### config.mk
export PLATFORM = sky130hd
export DESIGN_NAME = snake_game_sequencer
export DESIGN_NICKNAME = d
export VERILOG_FILES = /design/src/rtl/snake_game_sequencer.sv
export SDC_FILE = /design/constraint.sdc
export NUM_CORES = 1
export LEC_CHECK = 0
export ABC_AREA = 1
export BUFFER_PORTS_ARGS = -buffer_cell sky130_fd_sc_hd__buf_2
export CORE_AREA = 2 2 162 164
export CTS_BUF_LIST = sky130_fd_sc_hd__clkbuf_4 sky130_fd_sc_hd__clkbuf_8
export DETAILED_ROUTE_END_ITERATION = 6
export DIE_AREA = 0 0 164 166
export GPL_ROUTABILITY_DRIVEN = 0
export GPL_TIMING_DRIVEN = 0
export MAX_ROUTING_LAYER = met4
export PLACE_DENSITY = 0.62
export SLEW_MARGIN = 20
export SYNTH_ARGS = -nofsm -noshare
export SYNTH_HDL_FRONTEND = slang
export SYNTH_SLANG_ARGS = --single-unit
### constraint.sdc
create_clock -name clk -period 4.4 [get_ports clk]
set_input_delay 0.22 -clock clk [delete_from_list [all_inputs] [get_ports clk]]
set_output_delay 0.22 -clock clk [all_outputs]
set_load 0.01 [all_outputs]
### src/rtl/snake_game_sequencer.sv
// -----------------------------------------------------------------------------
// snake_game_sequencer
//
// Game-flow controller for the snake datapath. It sequences start/restart via
// a one-cycle sync strobe, owns the active body length, runs a serial
// self-collision scan (one segment per cycle) after every movement tick,
// checks for an eaten apple, grows the snake and reports game-over / win.
//
// Optional feature macro: WALL_COLLIDE_EN
//   defined   : a head on the border (x or y equal to 0 or 15) ends the game
//   undefined : the border is ignored (the body updater wraps around)
//
// Ports
//   clk          in   system clock
//   nrst         in   asynchronous active-low reset
//   start        in   single-cycle start/restart pulse (already synchronized)
//   pulse        in   single-cycle movement tick from the clock divider
//   body         in   MAX_LENGTH packed segments {x[3:0], y[3:0]}, [0] = head
//   apple        in   apple location {x, y}
//   curr_length  out  active segment count
//   sync         out  one-cycle restart strobe
//   apple_new    out  one-cycle request for a new apple
//   running      out  high in RUN, SETTLE, SCAN and EAT
//   game_over    out  high in OVER
//   win          out  high in OVER when the max length was reached
// -----------------------------------------------------------------------------
module snake_game_sequencer #(
   parameter int MAX_LENGTH  = 50,
   parameter int INIT_LENGTH = 2
) (
   input  logic                       clk,
   input  logic                       nrst,
   input  logic                       start,
   input  logic                       pulse,
   input  logic [MAX_LENGTH-1:0][7:0] body,
   input  logic [7:0]                 apple,
   output logic [6:0]                 curr_length,
   output logic                       sync,
   output logic                       apple_new,
   output logic                       running,
   output logic                       game_over,
   output logic                       win
);

   localparam logic [6:0] MAX_LEN_C  = 7'(MAX_LENGTH);
   localparam logic [6:0] INIT_LEN_C = 7'(INIT_LENGTH);

   typedef enum logic [2:0] {
      ST_IDLE   = 3'd0,
      ST_RUN    = 3'd1,
      ST_SETTLE = 3'd2,
      ST_SCAN   = 3'd3,
      ST_EAT    = 3'd4,
      ST_OVER   = 3'd5
   } state_e;

   state_e     state_q, state_d;
   logic [6:0] idx_q, idx_d;
   logic [6:0] len_q, len_d;
   logic       win_q, win_d;
   logic       sync_q, sync_d;
   logic       apple_new_q, apple_new_d;
   logic       running_q, running_d;
   logic       game_over_q, game_over_d;
   logic [7:0] seg_s;
   logic       wall_hit_s;

`ifdef WALL_COLLIDE_EN
   // True when a segment sits on any of the four border lines.
   function automatic logic on_wall(input logic [7:0] seg);
      return (seg[7:4] == 4'h0) || (seg[7:4] == 4'hF) ||
             (seg[3:0] == 4'h0) || (seg[3:0] == 4'hF);
   endfunction

   assign wall_hit_s = on_wall(body[0]);
`else
   assign wall_hit_s = 1'b0;
`endif

   // Select the segment under test; a compare-mux keeps the 7-bit index
   // independent of the array depth.
   always_comb begin
      seg_s = body[0];
      for (int i = 0; i < MAX_LENGTH; i++) begin
         seg_s = (idx_q == 7'(i)) ? body[i] : seg_s;
      end
   end

   // Next-state, counters and registered-output next values.
   always_comb begin
      state_d     = state_q;
      idx_d       = idx_q;
      len_d       = len_q;
      win_d       = win_q;
      sync_d      = 1'b0;
      apple_new_d = 1'b0;
      if (start) begin
         // Restart wins over every other event, including a tick on the same edge.
         state_d = ST_RUN;
         idx_d   = 7'd0;
         len_d   = INIT_LEN_C;
         win_d   = 1'b0;
         sync_d  = 1'b1;
      end else begin
         case (state_q)
            ST_IDLE, ST_OVER: begin
               state_d = state_q;
            end
            ST_RUN: begin
               if (pulse) begin
                  state_d = ST_SETTLE;
               end else begin
                  state_d = ST_RUN;
               end
            end
            ST_SETTLE: begin
               if (wall_hit_s) begin
                  state_d = ST_OVER;
                  win_d   = 1'b0;
               end else if (len_q == 7'd1) begin
                  state_d = ST_EAT;
               end else begin
                  idx_d   = 7'd1;
                  state_d = ST_SCAN;
               end
            end
            ST_SCAN: begin
               if (seg_s == body[0]) begin
                  state_d = ST_OVER;
                  win_d   = 1'b0;
               end else if (idx_q == (len_q - 7'd1)) begin
                  state_d = ST_EAT;
               end else begin
                  idx_d = idx_q + 7'd1;
               end
            end
            ST_EAT: begin
               if (body[0] == apple) begin
                  apple_new_d = 1'b1;
                  len_d       = len_q + 7'd1;
                  if ((len_q + 7'd1) == MAX_LEN_C) begin
                     state_d = ST_OVER;
                     win_d   = 1'b1;
                  end else begin
                     state_d = ST_RUN;
                  end
               end else begin
                  state_d = ST_RUN;
               end
            end
            default: begin
               state_d = ST_IDLE;
               idx_d   = 7'd0;
            end
         endcase
      end
      running_d   = (state_d == ST_RUN) || (state_d == ST_SETTLE) ||
                    (state_d == ST_SCAN) || (state_d == ST_EAT);
      game_over_d = (state_d == ST_OVER);
   end

   // State and output registers.
   always_ff @(posedge clk or negedge nrst) begin
      if (!nrst) begin
         state_q     <= ST_IDLE;
         idx_q       <= 7'd0;
         len_q       <= INIT_LEN_C;
         win_q       <= 1'b0;
         sync_q      <= 1'b0;
         apple_new_q <= 1'b0;
         running_q   <= 1'b0;
         game_over_q <= 1'b0;
      end else begin
         state_q     <= state_d;
         idx_q       <= idx_d;
         len_q       <= len_d;
         win_q       <= win_d;
         sync_q      <= sync_d;
         apple_new_q <= apple_new_d;
         running_q   <= running_d;
         game_over_q <= game_over_d;
      end
   end

   assign curr_length = len_q;
   assign sync        = sync_q;
   assign apple_new   = apple_new_q;
   assign running     = running_q;
   assign game_over   = game_over_q;
   assign win         = win_q;

endmodule
==> flow_metrics.tcl <==
set metrics [dict create \
    maxSlewHeadroom_pct 49.9 \
    r2r-start "idx_q[2]$_DFFE_PN0P_" \
    final_nets 2368 \
    finalCritPeriodShare_pct 120 \
    worst_ep_required_time_ns 4.56 \
    grt_pass1_wl_mm 50.7 \
    startpoint "idx_q[2]$_DFFE_PN0P_" \
    whs_path_depth 1 \
    ant_nets 0 \
    root_buffer "clkbuf_8" \
    port_buffers 423 \
    ir_drop_mv 0.101 \
    vias 10600 \
    route.detailed.drc 0 \
    seq_area_um2 558 \
    cp_max_fo 6 \
    ys.flop_type "dfrtp_1" \
    setup_violations 13 \
    drtIter0Drc 561 \
    yosysSeqAreaShare_pct 8.20 \
    drv_slew 0 \
    route.met2.wl_mm 16.7 \
    vias_per_cell 4.64 \
    holdCritPathClass "in2reg" \
    wl_met1_mm 13.5 \
    cts_max_level 1 \
    finalInstanceArea_um2 10100 \
    finClkSkew_ns 0.00393 \
    wl_met3_mm 2.39 \
    r2r_cells 70 \
    critPathLaunchType "flip-flop" \
    area_delta_synth_final_pct 49.8 \
    tritoncts "built" \
    cpMostUsedCell "nand2_1" \
    drt_first_pass_iters 7 \
    cts_sinks 22 \
    fmax_ghz 0.190 \
    num_io_pins 424 \
    track_usage_pct 24.1 \
    violations "setup timing" \
    die_x_um 164 \
    arrival_ns 5.43 \
    ctsLongestPathBuffers 2 \
    hold_end "sync$_DFF_PN0_" \
    async_reset_ff_share_pct 100 \
    finalCriticalPeriod_ns 5.28 \
    synth_seq_cells 22 \
    multi_input_area_um2 5570 \
    total_power_uw 1080 \
    routed.top_layer "met4" \
    cts_buffers 3 \
    initial_core_util_pct 26.3 \
    synthDistinctLibCells 33 \
    cap_violations 0 \
    rr_endpoint "running$_DFF_PN0_" \
    die_area_um2 27200 \
    final.fill_count 2957 \
    crit_path_max_incr_delay_ns 0.39 \
    layout_setup_ws_ns -0.875 \
    hold_start "start" \
    worst-setup-path-type "reg2reg" \
    cellLeakagePower_uw 0.00581 \
    rsz0062_at_grt "yes" \
    wl_mm 33.9 \
    place_hpwl_mm 28.7 \
    wire_per_inst_um 14.8 \
    pre_cts_ws_ns -1.48 \
    grt_max_degree 23 \
    synth_area_per_cell_um2 4.54 \
    worst_path_max_delay_cell "dfrtp_1" \
    final_util_pct 39.4 \
    hold_viol 0 \
    overflow 0 \
    powerDensity_nw_per_um2 107 \
    syn_area_um2 6730 \
    status "finished, violations left" \
    worst_pin_slew_ns 0.748 \
    detailed_place.area_um2 9270 \
    yosys_warnings 0 \
    clk_pin_slew_ns 0.09 \
    grt_pass1_vias 10200 \
    drive_above_1_share_pct 31.0 \
    cp-end-kind "flip-flop" \
    synth_fp_nets 1902 \
    antenna_found_initial 13 \
    synthCells 1483 \
    synth-edff-count 0 \
    r2r_slack_ns -0.88 \
    clock_latency_ns 0.27 \
    placementRows 59 \
    fp.dieH_um 166 \
    fp.coreArea_um2 25600 \
]
-- where the power goes --
| part | switching (µW) | internal, µW |
|---|---|---|
| Combinational | 373 | 290 |
| Sequential | 7.67 | 210 |
| Clock | 72.7 | 122 |
| Total | 453 | 622 |
-- critical path, delay by kind of cell, from the launching register on --
kind | cells | cell delay, ns
AOI/OAI and AO/OA | 1 | 0.14
DFF | 1 | 0.39
buffers and inverters | 2 | 0.29
and+or+nand+nor | 67 | 4.34
-- Yosys cell counts, types with 5 or more instances --
cell | n | area share (%)
a21oi_1 | 167 | 12
buf_2 | 10 | 0.74
clkbuf_1 | 33 | 1.8
dfrtp_1 | 21 | 7.8
ha_1 | 7 | 1.3
inv_1 | 186 | 10
inv_2 | 10 | 0.56
nand2_1 | 589 | 33
nand2_2 | 6 | 0.56
nand3_1 | 58 | 4.3
nand4_1 | 6 | 0.56
nor2_1 | 275 | 15
nor2_2 | 5 | 0.46
nor2_4 | 6 | 1.0
nor3_1 | 12 | 0.89
o21ai_0 | 36 | 2.7
o21ai_1 | 7 | 0.52
or2_2 | 13 | 1.2
xnor2_1 | 7 | 0.91
xor2_1 | 9 | 1.2
-- worst max path at each step --
stage                            to  slack (ns)  cells after the start
2_1_floorplan     running$_DFF_PN0_        0.03                     66
3_3_place_gp   idx_q[3]$_DFFE_PN0P_       -1.44                     65
3_5_place_dp   idx_q[3]$_DFFE_PN0P_       -1.48                     65
4_1_cts           running$_DFF_PN0_       -0.82                     66
5_1_grt           running$_DFF_PN0_       -1.56                     70
6_report          running$_DFF_PN0_       -0.88                     70
-- stage by stage --
step / TNS (ns) / hold slack [ns] / instances
detailed placement: -17.85 / 0.220 / 2241
finish: -10.22 / 0.106 / 2291
CTS: -9.58 / 0.103 / 2273
floorplan: 0 / -0.0756 / 1483
global route: -19.19 / 0.0939 / 2291
global placement: -17.20 / 0.221 / 2241
-- flip-flops by register name, summed over array words and instances (netlist names) --
register and count:
idx_q 7, apple_new 1, curr_length 7, sync 1
game_over 1, running 1, state_q 3, win 1
-- what timing repair did --
| item | CTS | global route |
|---|---|---|
| pin swaps | 19 | 26 |
| hold buffers | 1 | 0 |
| gates cloned | 4 | 0 |
| hold endpoints to repair | 21 | 0 |
| setup buffers | 23 | 10 |
| gates resized for setup | 103 | 31 |
| endpoints found under the setup margin | 13 | 13 |
-- cells by family after synthesis --
group | synth area share, %
simple gates | 57.8
buf+inv | 14.4
compound gates | 16.3
flops | 8.20
xor+xnor | 2.08
fa+ha+maj | 1.30
-- layout make-up --
cell class,count,area share (%)
tap,335,4.16
buffer,47,2.45
clock buffer,3,0.410
sequential,22,5.54
timing repair buffer,460,24.0
antenna,8,0.199
clock inverter,1,0.298
multi-input combinational,1215,55.2
inverter,200,7.72
-- routing by layer --
layer / vias up / track usage (%)
met5: - / -
met4: 0 / 9.04
met3: 72 / 2.97
met2: 451 / 42.5
met1: 4614 / 27.6
li1: 5489 / -
-- cells in the final DEF, fill, tap and decap left out, drive strengths merged --
cell           n
nand2        597
buf          472
nor2         286
inv          197
a21oi        167
nand3         58
o21ai         43
clkbuf        37
dfrtp         21
or2           14
nor3          12
xor2           9
diode          8
xnor2          7
ha             7
nand4          6
o22ai          4
clkinv         3
nor4           2
o31ai          1
a31oi          1
a211oi         1
bufinv         1
dfstp          1
dlygate4sd3    1
Power figures use the tool's default switching activity.
